--- src/rtl/instr_fetch_unit.sv ---
// Instruction fetch unit: fetches 8-byte lines from instruction memory and
// delivers 16-bit instructions one per accept. Handles redirects, including
// draining a request that is already in flight.
// Optional feature macro: PREFETCH_EN (adds a next-line prefetch buffer so
// sequential execution crosses line boundaries without a bubble).
module instr_fetch_unit #(
  parameter logic [15:0] RESET_PC = 16'h0000
) (
  input  logic        clk,
  input  logic        reset,
  output logic        mem_req,
  output logic [15:0] mem_addr,
  input  logic        mem_valid,
  input  logic [63:0] mem_line,
  output logic [15:0] instr,
  output logic [15:0] instr_pc,
  output logic        instr_valid,
  input  logic        instr_ready,
  input  logic        redirect_valid,
  input  logic [15:0] redirect_pc
);

  typedef enum logic [1:0] {FETCH, SERVE, DRAIN} state_e;

  state_e      state_q, state_d;
  logic [15:0] pc_q, pc_d;
  logic [63:0] line_q, line_d;
  logic [15:0] drain_addr_q, drain_addr_d;
`ifdef PREFETCH_EN
  logic [63:0] pf_line_q, pf_line_d;
  logic        pf_vld_q, pf_vld_d;
  logic        pf_req_q, pf_req_d;
`endif

  logic        mem_fire;
  logic        accept;
  logic        last_half;
  logic [15:0] half;

  // A response only counts while we are actually asking for one.
  assign mem_fire  = mem_valid && mem_req;
  assign accept    = instr_valid && instr_ready && !redirect_valid;
  assign last_half = (pc_q[2:1] == 2'd3);

  // Memory request: current line in FETCH, stale address in DRAIN,
  // next line (prefetch) in SERVE.
  always_comb begin
    mem_req  = 1'b0;
    mem_addr = {pc_q[15:3], 3'b000};
    case (state_q)
      FETCH: mem_req = 1'b1;
      DRAIN: begin
        mem_req  = 1'b1;
        mem_addr = drain_addr_q;
      end
      SERVE: begin
`ifdef PREFETCH_EN
        mem_req  = pf_req_q;
        mem_addr = {pc_q[15:3] + 13'd1, 3'b000};
`endif
      end
      default: ;
    endcase
    if (reset) mem_req = 1'b0;
  end

  // Halfword select: offset 0 lives in the top bits of the line.
  always_comb begin
    half = line_q[63:48];
    case (pc_q[2:1])
      2'd0: half = line_q[63:48];
      2'd1: half = line_q[47:32];
      2'd2: half = line_q[31:16];
      2'd3: half = line_q[15:0];
      default: ;
    endcase
  end

  assign instr_valid = (state_q == SERVE);
  assign instr       = instr_valid ? half : 16'h0000;
  assign instr_pc    = instr_valid ? pc_q : 16'h0000;

  // Next-state logic for the fetch FSM, pc and line buffers.
  always_comb begin
    state_d      = state_q;
    pc_d         = pc_q;
    line_d       = line_q;
    drain_addr_d = drain_addr_q;
`ifdef PREFETCH_EN
    pf_line_d    = pf_line_q;
    pf_vld_d     = pf_vld_q;
    pf_req_d     = pf_req_q;
`endif
    if (redirect_valid) pc_d = redirect_pc & 16'hFFFE;

    case (state_q)
      FETCH: begin
        if (redirect_valid) begin
          // Same-cycle response belongs to the old pc: drop it and refetch.
          state_d      = mem_fire ? FETCH : DRAIN;
          drain_addr_d = mem_addr;
        end else if (mem_fire) begin
          line_d  = mem_line;
          state_d = SERVE;
`ifdef PREFETCH_EN
          pf_vld_d = 1'b0;
          pf_req_d = 1'b1;
`endif
        end
      end

      DRAIN: begin
        // Further redirects only move pc; the stale response still has to land.
        if (mem_fire) state_d = FETCH;
      end

      SERVE: begin
        if (redirect_valid) begin
          // Always refetch, even if the target is inside the buffered line.
          state_d = FETCH;
`ifdef PREFETCH_EN
          pf_vld_d = 1'b0;
          pf_req_d = 1'b0;
          if (pf_req_q && !mem_fire) begin
            state_d      = DRAIN;
            drain_addr_d = mem_addr;
          end
`endif
        end else begin
`ifdef PREFETCH_EN
          if (mem_fire) begin
            pf_line_d = mem_line;
            pf_vld_d  = 1'b1;
            pf_req_d  = 1'b0;
          end
`endif
          if (accept) begin
            pc_d = pc_q + 16'd2;
            if (last_half) begin
`ifdef PREFETCH_EN
              if (pf_vld_q || mem_fire) begin
                // Next line already here: switch buffers, prefetch the one after.
                line_d   = pf_vld_q ? pf_line_q : mem_line;
                pf_vld_d = 1'b0;
                pf_req_d = 1'b1;
              end else begin
                // Prefetch still in flight for exactly this line; FETCH waits on it.
                state_d  = FETCH;
                pf_req_d = 1'b0;
              end
`else
              state_d = FETCH;
`endif
            end
          end
        end
      end

      default: state_d = FETCH;
    endcase
  end

  // State registers with synchronous reset.
  always_ff @(posedge clk) begin
    if (reset) begin
      state_q      <= FETCH;
      pc_q         <= RESET_PC & 16'hFFFE;
      line_q       <= '0;
      drain_addr_q <= '0;
`ifdef PREFETCH_EN
      pf_line_q    <= '0;
      pf_vld_q     <= 1'b0;
      pf_req_q     <= 1'b0;
`endif
    end else begin
      state_q      <= state_d;
      pc_q         <= pc_d;
      line_q       <= line_d;
      drain_addr_q <= drain_addr_d;
`ifdef PREFETCH_EN
      pf_line_q    <= pf_line_d;
      pf_vld_q     <= pf_vld_d;
      pf_req_q     <= pf_req_d;
`endif
    end
  end

endmodule

--- config.mk ---
export PLATFORM = sky130hd
export DESIGN_NAME = instr_fetch_unit
export DESIGN_NICKNAME = d
export VERILOG_FILES = /design/src/rtl/instr_fetch_unit.sv
export SDC_FILE = /design/constraint.sdc
export NUM_CORES = 1
export LEC_CHECK = 0
export CORE_MARGIN = 2
export CORE_UTILIZATION = 45
export CTS_CLUSTER_DIAMETER = 30
export DETAILED_ROUTE_END_ITERATION = 8
export GPL_ROUTABILITY_DRIVEN = 0
export PLACE_DENSITY = 0.77
export SLEW_MARGIN = 10
export SYNTH_ARGS = -nofsm -noshare
export SYNTH_HDL_FRONTEND = slang
export SYNTH_SLANG_ARGS = --single-unit
--- constraint.sdc ---
create_clock -name clk -period 4.6 [get_ports clk]
set_input_delay 1.15 -clock clk [delete_from_list [all_inputs] [get_ports clk]]
set_output_delay 1.15 -clock clk [all_outputs]
set_load 0.03 [all_outputs]
# After elaboration in Yosys (flattened, before gate mapping)
# Index checks and enable logic that the tools add are counted.
[classes]
n_reduce_logical = 10
n_eq_ne = 9
add_sub_neg = 1
n_shift = 0
div_mod_pow = 0
order_cmp = 0
bitwise_logic = 1
n_mux = 18
multipliers = 0
[op_table]
columns = ["cell", "n"]
rows = [
  ["16-bit 2-to-1 mux", 7],
  ["16-bit case mux with 4 select lines", 1],
  ["16-bit by 2-bit adder with 16-bit output (second input constant)", 1],
  ["2-bit 2-to-1 mux", 7],
  ["2-bit == test (second input constant)", 3],
  ["3-bit by 1-bit inequality test with 1-bit output (second input constant)", 2],
  ["2-bit case mux with 3 select lines", 1],
  ["2-bit by 1-bit == test with 1-bit output (second input constant)", 2],
  ["2-bit logical NOT", 2],
  ["4-bit AND reduction", 1],
  ["1-bit logical AND", 3],
  ["3-bit inequality test (second input constant)", 1],
  ["3-bit AND reduction", 1],
  ["1-bit 2-to-1 mux", 2],
  ["2-bit inequality test (second input constant)", 1],
  ["2-bit AND reduction", 1],
  ["2-bit OR reduction", 1],
  ["1-bit logical NOT", 1],
  ["1-bit NOT", 1],
]
[totals]
mem_bits_rw = 0
input_bits = 85
output_inout_bits = 50
memories = 0
word_cells = 43
reg_bits = 98
latch_bits = 0
rom_bits = 0

# Logic depth before layout (Yosys ltp)
# Gate-level depths: netlist (run 1).
[depth]
ltp_word = 8
mapped_depth = 7
ltp_nobuf = 6

# Least setup slack after synthesis (run 1)
# No wires, ideal clock.
[synth_timing]
path_type = "input to output"
startpoint = "input port reset"
endpoint = "output port mem_req"
stages = 2
required_time_ns = 3.450
setup_slack_ns = 1.700
t_arrival_ns = 1.750
path_buffers = 1
path_cell_list = "buf_2 > nor2_1"
[synth_via]
elab_chain_cells = 1
[synth_rtl]
columns = ["element", "line_no", "text"]
rows = [
  ["start: declaration", "10", "input logic reset,"],
  ["1-bit 2-to-1 mux", "64", "if (reset) mem_req = 1'b0;"],
  ["end: declaration", "11", "output logic mem_req,"],
]
# Every way passes these cells.

# Worst setup path after layout (run 1)
[layout_timing]
startpoint = "register pc_q[2]"
endpoint = "output port instr[3]"
[layout_via]
elab_chain_cells = 3
elab_cells_between_ends = 6
classes_between = "eq/ne: 3; mux: 2; reduce/logical: 1"
[layout_rtl]
columns = ["element", "line_no", "text"]
rows = [
  ["start: declaration", "26", "logic [15:0] pc_q, pc_d;"],
  ["start signal: assignment", "167", "pc_q <= RESET_PC & 16'hFFFE;"],
  ["start signal: assignment", "177", "pc_q <= pc_d;"],
  ["2-bit == test (tied with other cells)", "70", "case (pc_q[2:1])"],
  ["16-bit case mux with 4 select lines (*)", "70", ""],
  ["16-bit 2-to-1 mux (*)", "80", "assign instr = instr_valid ? half : 16'h0000;"],
  ["end: declaration", "15", "output logic [15:0] instr,"],
]
# Mark *: on every way between the ends. The rest lies on a longest branch, timed or not.

==> impl_results.md, run 1 <==
* Outcome: finished clean
* Mean Syn Cell Area at 7.79 sq um
* DRT antenna net count at 0
* Vias per cell at 5.38
* Total power at approximately 1800 uW
* Post-DP HPWL at 8950 um
* YS warnings at 0
* # setup viols final at 0
* Max Cap Violations at 0
* Crit path required time at between 3 and 4 ns
* Worst slew pin tran at 1.01 ns
* Vias after detailed routing at 4409
* Number of enable flip-flop cells after synthesis at 0
* Crit path largest cell delay at 0.73 ns
* Slowest CP cell: ha_1
* Worst R2R Path Depth at 4
* Hold Path Cell Cnt at 2
* Most used DFF post-synth: dfxtp_1
* Final Cycle Share at 0.888
* Worst-Skew Late Latency at roughly 0.37 ns
* # nets final at a little under 800
* Total Neg Setup Slack at 0 ns
* Root Buffer: clkbuf_8
* CP Class: reg -> out
* Crit path launch type: register
* Starting DRT DRC Count at 283
* Slew HR at 0.330
* Cells after DPL at 803
* Asr flop ratio synth at 0
* N_diodes at 0
* Max FO, Critical Path at 21
* PortBufs at 133
* GR Overflow Total at 0
* Vias in the first global route at between 4000 and 5000
* HP Class: reg -> reg
* WL final at 12700 um
* Post-Synthesis Cell Area at 0.00450 sq mm
* Remaining DRCs at 0
* Share of cells above drive strength 1 at 0.0773
* Register area at roughly 0.0020 sq mm
* Maximum VDD drop at 156 uV
* Pwr Density at 293 mW/mm^2
* I/O pins at 135
* Min Tclk post-route at 4.09 ns
* Largest family of logic cells by synthesized area: simple AND/OR/NAND/NOR gates
* Clk buf depth at 2
* Die H at about 100 um
* Maximum clock frequency at 245 MHz
* Cts bufs inserted at 9
* Die ar. at roughly 0.011 sq mm
* Critical Path Sink Type: output port
* Cell Rows at 36
* Sequential area share after synthesis at 0.436
* Post-CTS Setup Inserts at 0
* Area added between synthesis and finish at 33.8%
* First-pass GRT wire length at 20600 um
* CP Buf/Inv Count at 1
* Arrival time at the worst endpoint at 2.94 ns
* Fillers at 881
* Post-Synth XOR/XNOR Area at 0.0195
* CTS resizes at 0
* WP depth at 6
* Pre-antenna DRT Iters at 6
* Clock transition at the registers of the reported paths at 0.10 ns
* RSZ-0062 raised after global routing: no
* Yosys reg bits at 98
* Simple-gate share of the synthesized area at 0.262
* Post-synthesis mux area share at 0.0325
* Die W at 104 um
* Syn_nets at 667
* Cell family with most CP delay: adder cells
* Largest net degree at the start of global routing at 99
* Multi-input gate area at around 0.0023 sq mm
* Static leakage at approximately 0.002 uW
* CTS Sinks at 98
* Core ar. at approximately 0.01 sq mm
* Initial Util at 0.463
* CTS tree: done
* Routed len/inst at 15.5 um
* Syn Inst Count at between 500 and 600
* Cell mode on critical path: nor2_1
* Post-synthesis compound-gate area fraction at 0.178
* Crit path cell chain: ha_1 > a222oi_1 > nor2_1 > a21oi_1 > nor2_1 > clkdlybuf4s50_1
* Worst Skew at 0.00933 ns
* Post-route insts no fill at a little over 800
* Slew Limit Fails at 0
* GRT Total Usage at 0.233
* Adder-cell share of the synthesized area at 0.0111
* H-tree lvl count at 3
* Fin. Hold Viols at 0
* Initial antenna violation count at 0
* Synth cell types at 39
* Cts hold-fix bufs at 0
cell type report:
type                       count  share of cell area
clock inverter                 7              0.0135
clock buffer                   9              0.0206
timing repair buffer         140               0.229
tap                          133              0.0276
inverter                      10             0.00623
multi-input combinational    422               0.377
sequential                    98               0.326
through the flow:
step | utilization | instance area, sq um | setup WS (ns) | hold WS (ns)
2_1_floorplan | - | 4500 | 1.70 | 0.425
3_3_place_gp | 0.598 | 5820 | 0.933 | 0.432
3_5_place_dp | 0.598 | 5820 | 0.898 | 0.436
4_1_cts | 0.619 | 6020 | 0.476 | 0.451
5_1_grt | 0.619 | 6020 | 0.316 | 0.460
6_report | 0.619 | 6020 | 0.513 | 0.448
kinds of logic after synthesis:
family	Yosys count
muxes	13
adders and majority gates	4
buffers and inverters	58
DFF	98
and+or+nand+nor	263
xor gates and xnor gates	10
AOI/OAI and AO/OA	132
cell usage after synthesis (3+ instances only):
master	count	area, sq um
and2_1	12	75.1
buf_2	14	70.1
or3_1	3	18.8
dfxtp_1	98	1960
inv_1	10	37.5
nor4_2	4	50.1
nand4_1	3	18.8
xnor2_1	10	87.6
nand3_1	8	40.0
mux2_2	13	146
nor3_1	4	20.0
a311oi_1	4	35.0
ha_1	4	50.1
a21oi_1	98	490
a222oi_1	16	160
nand2_1	161	604
nor2_1	53	199
clkbuf_1	23	86.3
nor3_2	4	40.0
a211oi_1	6	45.0
buf_4	7	52.6
where the power goes:
part	internal (uW)	leakage [uW]	switching, uW
Clock	261	0.000107	326
Sequential	881	0.000798	33.6
Combinational	128	0.00111	134
state kept, by name, summed over array words and instances (netlist names):
signal        flops
state_q           2
drain_addr_q     16
line_q           64
pc_q             16
worst min-delay path, cell delays in order, from the launching register on:
cell     delay [ns]
dfxtp_1        0.31
inv_1          0.06
nor3_1         0.05
per-layer routing:
layer / track usage / vias up / routed length (um) / part of all wire
li1: - / 2158 / - / -
met1: 0.289 / 2032 / 5340 / 0.42
met2: 0.410 / 202 / 6100 / 0.48
met3: 0.0414 / 17 / 1020 / 0.081
met4: 0.0772 / 0 / 199 / 0.016
met5: 0 / - / 0 / 0
placed cells by master, fill, tap and decap left out, types with 4 or more instances in the layout:
master           count
a211oi_1             6
a21oi_1             98
a222oi_1            16
a311oi_1             4
and2_1              12
buf_4                7
clkbuf_8             9
clkdlybuf4s50_1    132
dfxtp_1             98
ha_1                 4
inv_1               10
mux2_2              13
nand2_1            161
nand3_1              7
nor2_1              53
nor3_1               4
nor3_2               4
nor4_2               4
xnor2_1             10
path summary, 6_finish.rpt:
path / from / end / slack [ns]
max: pc_q[2] / instr[3] / 0.51
min: drain_addr_q[0] / drain_addr_q[0] / 0.45
max reg2reg: pc_q[2] / pc_q[15] / 2.23
min reg2reg: drain_addr_q[0] / drain_addr_q[0] / 0.45
Note: power is estimated with default switching activity, not from simulation.
==> run 2, diff against run 1 <==
--- a/config.mk
+++ b/config.mk
@@ -7,6 +7,7 @@
 export LEC_CHECK = 0
 export CORE_MARGIN = 2
 export CORE_UTILIZATION = 45
+export CTS_BUF_LIST = sky130_fd_sc_hd__clkbuf_16
 export CTS_CLUSTER_DIAMETER = 30
 export DETAILED_ROUTE_END_ITERATION = 8
 export GPL_ROUTABILITY_DRIVEN = 0
==> impl_results.md, run 2 (same netlist as run 1, synthesis figures left out) <==
* Share of cells above drive strength 1 at 0.0773
* N_diodes at 0
* Clk pwr share at 0.398
* Post-route cell area at 0.00612 sq mm
* Worst slew pin tran at 1.01 ns
* CTS resizes at 0
* Arrival time at the worst endpoint at roughly 2.9 ns
* Register area at 0.00196 sq mm
* Static leakage at 0.00206 uW
* CP Buf/Inv Count at 1
* Logic pwr share at 0.134
* Total Neg Setup Slack at 0 ns
* DRT antenna net count at 0
* Area added between synthesis and finish at 36.1%
* Root Buffer: clkbuf_16
* Worst Slack Setup Final at 0.524 ns
* Post-DP HPWL at a little under 9000 um
* H-tree lvl count at 3
* Pre-antenna DRT Iters at 6
* Int Pwr at 1440 uW
* Cell Rows at 36
* Remaining DRCs at 0
* # nets final at 770
* Routed len/inst at approximately 15 um
* Maximum VDD drop at 217 uV
* CTS tree: done
* Fillers at 870
* Max Cap Violations at 0
* Final Cycle Share at 0.886
* Cts hold-fix bufs at 0
* RSZ-0062 raised after global routing: no
* Initial Util at 0.463
* Commonest cells after routing, fill and taps aside: nand2_1, clkdlybuf4s50_1, a21oi_1, dfxtp_1, nor2_1
* Crit path largest cell delay at 0.76 ns
* Top flop regs: line_q x64, drain_addr_q x16, pc_q x16
* Largest net degree at the start of global routing at 99
* Vias per cell at 5.43
* Sw Ratio at 0.263
* Sequential share of power at 0.468
* Commonest non-fill, non-tap cell in the layout: nand2_1
* Crit path required time at 3.45 ns
* # setup viols final at 0
* Clock transition at the registers of the reported paths at 0.07 ns
* Slowest CP cell: ha_1
* Crit path cell chain: ha_1 > a222oi_1 > nor2_1 > a21oi_1 > nor2_1 > clkdlybuf4s50_1
* Slew Limit Fails at 0
* Min Tclk post-route at ~4.1 ns
* Critical Path Sink Type: output port
* Slew HR at 0.328
* Clk buf depth at 2
* I/O pins at 135
* CP Class: reg -> out
* Die H at 104 um
* PortBufs at 133
* GRT Total Usage at 0.234
* WL final at 12700 um
* HP Class: reg -> reg
* Die W at 104 um
* Max FO, Critical Path at 21
* Placed Area at 0.00582 sq mm
* Die ar. at 0.0108 sq mm
* Crit path launch type: register
* Worst-Skew Late Latency at roughly 0.34 ns
* Psw at 513 uW
* Utilization after layout at 0.630
* Cts bufs inserted at 9
* Pwr Density at 319 mW/mm^2
* Starting DRT DRC Count at 383
* Top reg by flops: line_q
* GR Overflow Total at 0
* Worst Skew at 0.00635 ns
* Place WS at 0.898 ns
* Cell mode on critical path: nor2_1
* Cell family with most CP delay: adder cells
* Core ar. at 0.00973 sq mm
* Multi-input gate area at 0.00227 sq mm
* Vias after detailed routing at ~4400
* Fin. Hold Viols at 0
* Initial antenna violation count at 0
* Max reg flops at 64
* Reg-to-reg setup timing slack at 2.22 ns
* Vias in the first global route at 4219
* Post-CTS Setup Inserts at 0
* Maximum clock frequency at 245 MHz
* First-pass GRT wire length at 20700 um
* CTS Sinks at 98
* Outcome: finished clean
## run 2: area by class of cell
type,count,share of cell area
Clock buffer,9,0.0368
Clock inverter,7,0.0133
Inverter,10,0.00613
Multi-Input combinational cell,422,0.371
Sequential cell,98,0.320
Tap cell,133,0.0272
Timing Repair Buffer,140,0.225
## run 2: power groups by stage
stage	registers, uW	clock network (uW)	logic, uW
after detailed placement	933	0	262
final	915	777	262
after CTS	914	782	263
after global placement	931	0	258
after floorplan	917	0	150
after global routing	918	819	285
## run 2: worst min-delay path, cell delays in order (launching register included)
cell	delay (ns)
dfxtp_1	0.30
inv_1	0.06
nor3_1	0.05
## run 2: metrics by stage
stage	hold WS, ns	instances	total power [uW]
floorplan	0.425	578	1070
global placement	0.432	803	1190
detailed placement	0.436	803	1190
CTS	0.446	819	1960
global route	0.455	819	2020
finish	0.443	819	1950
## run 2: worst paths after layout
path                    from               to  depth (start not counted)
min reg2reg  drain_addr_q[0]  drain_addr_q[0]                          2
max                  pc_q[2]         instr[3]                          6
min          drain_addr_q[0]  drain_addr_q[0]                          2
max reg2reg          pc_q[2]         pc_q[15]                          4
## run 2: per-layer routing
metal	wire length, um	vias to the layer above	global-route usage
li1	-	2162	-
met1	5320	2059	0.293
met2	6190	206	0.408
met3	991	18	0.0414
met4	174	0	0.0714
met5	0	-	0
==> run 3, diff against run 2 <==
--- a/config.mk
+++ b/config.mk
@@ -5,13 +5,12 @@
 export SDC_FILE = /design/constraint.sdc
 export NUM_CORES = 1
 export LEC_CHECK = 0
-export CORE_MARGIN = 2
-export CORE_UTILIZATION = 45
+export CORE_UTILIZATION = 51
 export CTS_BUF_LIST = sky130_fd_sc_hd__clkbuf_16
 export CTS_CLUSTER_DIAMETER = 30
 export DETAILED_ROUTE_END_ITERATION = 8
 export GPL_ROUTABILITY_DRIVEN = 0
-export PLACE_DENSITY = 0.77
+export PLACE_DENSITY = 0.86
 export SLEW_MARGIN = 10
 export SYNTH_ARGS = -nofsm -noshare
 export SYNTH_HDL_FRONTEND = slang
==> impl_results.md, run 3 (same netlist as run 1, synthesis figures left out) <==
* # setup viols final at 0
* Crit path largest cell delay at approximately 0.71 ns
* Met2 Use GR at 0.488
* # nets final at 770
* Die H at around 96 um
* Cell family with most CP delay: buffers and inverters
* I/O pins at between 100 and 150
* Maximum clock frequency at 247 MHz
* Starting DRT DRC Count at 413
* Fin. Hold Viols at 0
* Crit path cell chain: inv_1 > ha_1 > a222oi_1 > nor2_1 > a21oi_1 > nor2_1 > clkdlybuf4s50_1
* Slew Limit Fails at 0
* Top reg by flops: line_q
* Hold Slack at 0.446 ns
* GRT Total Usage at 0.283
* RSZ-0062 raised after global routing: no
* Remaining DRCs at 0
* Max reg flops at 64
* Vias per cell at 5.63
* N_diodes at 0
* Total power at roughly 1900 uW
* Clock transition at the registers of the reported paths at 0.07 ns
* Area added between synthesis and finish at 35.0%
* Routed len/inst at 16.1 um
* Slowest CP cell: clkdlybuf4s50_1
* GR Util met1 at 0.341
* Crit path required time at 3.45 ns
* Final Cycle Share at 0.881
* Post-CTS Setup Inserts at 0
* Cts bufs inserted at 9
* CP Buf/Inv Count at 2
* Largest net degree at the start of global routing at between 90 and 100
* Max Cap Violations at 0
* H-tree lvl count at 3
* M3 GR Usage at 0.0427
* Initial antenna violation count at 0
* Utilization after layout at 0.725
* Pwr Density at 316 mW/mm^2
* Place WS at 1.03 ns
* Top flop regs: line_q x64, drain_addr_q x16, pc_q x16
* Worst-Skew Late Latency at 0.34 ns
* Cell mode on critical path: nor2_1
* Share of cells above drive strength 1 at 0.0729
* Cts hold-fix bufs at 0
* Clk buf depth at 2
* Worst Slack Setup Final at 0.548 ns
* Cell Rows at 33
* Maximum VDD drop at 189 uV
* Pre-antenna DRT Iters at 7
* Commonest non-fill, non-tap cell in the layout: nand2_1
* PortBufs at 133
* Crit path launch type: register
* CTS Sinks at slightly below 100
* Worst Skew at 0.00641 ns
* Post-DP HPWL at 8820 um
* Initial Util at 0.537
* Core ar. at 0.00838 sq mm
* First-pass GRT wire length at 19700 um
* Gr busiest metal: met2
* Min Tclk post-route at 4.05 ns
* HP Class: reg -> reg
* Static leakage at 0.00205 uW
* Vias after detailed routing at 4455
* Vias in the first global route at 4126
* CTS resizes at 0
* DRT antenna net count at 0
* Outcome: finished clean
* Total Neg Setup Slack at 0 ns
* Root Buffer: clkbuf_16
* Arrival time at the worst endpoint at 2.90 ns
* Worst slew pin tran at 0.993 ns
* CTS tree: done
* Die ar. at about 0.009 sq mm
* CP Class: reg -> out
* GR Overflow Total at 0
* Max FO, Critical Path at 16
* Commonest cells after routing, fill and taps aside: nand2_1, clkdlybuf4s50_1, a21oi_1, dfxtp_1, nor2_1
* WL final at 12700 um
* Slew HR at 0.338
* Die W at ~96 um
* Critical Path Sink Type: output port
-- run 3: changes by cell type in the layout (fill, tap and decap cells not counted) --
cell      delta
inv_8        -1
inv_6        -2
clkinv_4     +1
clkinv_2     -1
clkinv_1     +3
-- run 3: per-stage QoR --
stage / area [sq um] / cells
global placement: 5780 / 775
detailed placement: 5780 / 775
floorplan: 4500 / 578
finish: 6080 / 791
CTS: 6080 / 791
global route: 6080 / 791
-- run 3: cell type report --
type | instances | area [sq um]
clock inverter | 7 | 67.6
fill | 639 | 2310
tap | 105 | 131
multi-input combinational | 422 | 2270
sequential | 98 | 1960
timing repair buffer | 140 | 1380
clock buffer | 9 | 225
inverter | 10 | 37.5
-- run 3: worst reg2reg max path: stages (launching register included) --
cell	delay [ns]
dfxtp_1	0.43
ha_1	0.37
buf_4	0.30
nand3_1	0.23
o41a_1	0.42
o31a_1	0.23
-- run 3: power by group --
part | internal, uW | total, uW | switching, uW
logic | 128 | 264 | 136
clock network | 420 | 739 | 319
registers | 881 | 915 | 33.9
-- run 3: worst paths after layout --
path | from | to | slack (ns) | cells past startpoint
min | drain_addr_q[1] | drain_addr_q[1] | 0.45 | 2
max | pc_q[1] | instr[4] | 0.55 | 7
min reg2reg | drain_addr_q[1] | drain_addr_q[1] | 0.45 | 2
max reg2reg | pc_q[2] | pc_q[15] | 2.51 | 5
-- run 3: layer usage --
layer | up-vias | routed length (um)
li1 | 2163 | -
met1 | 2036 | 4930
met2 | 224 | 6260
met3 | 32 | 1060
met4 | 0 | 499
met5 | - | 0
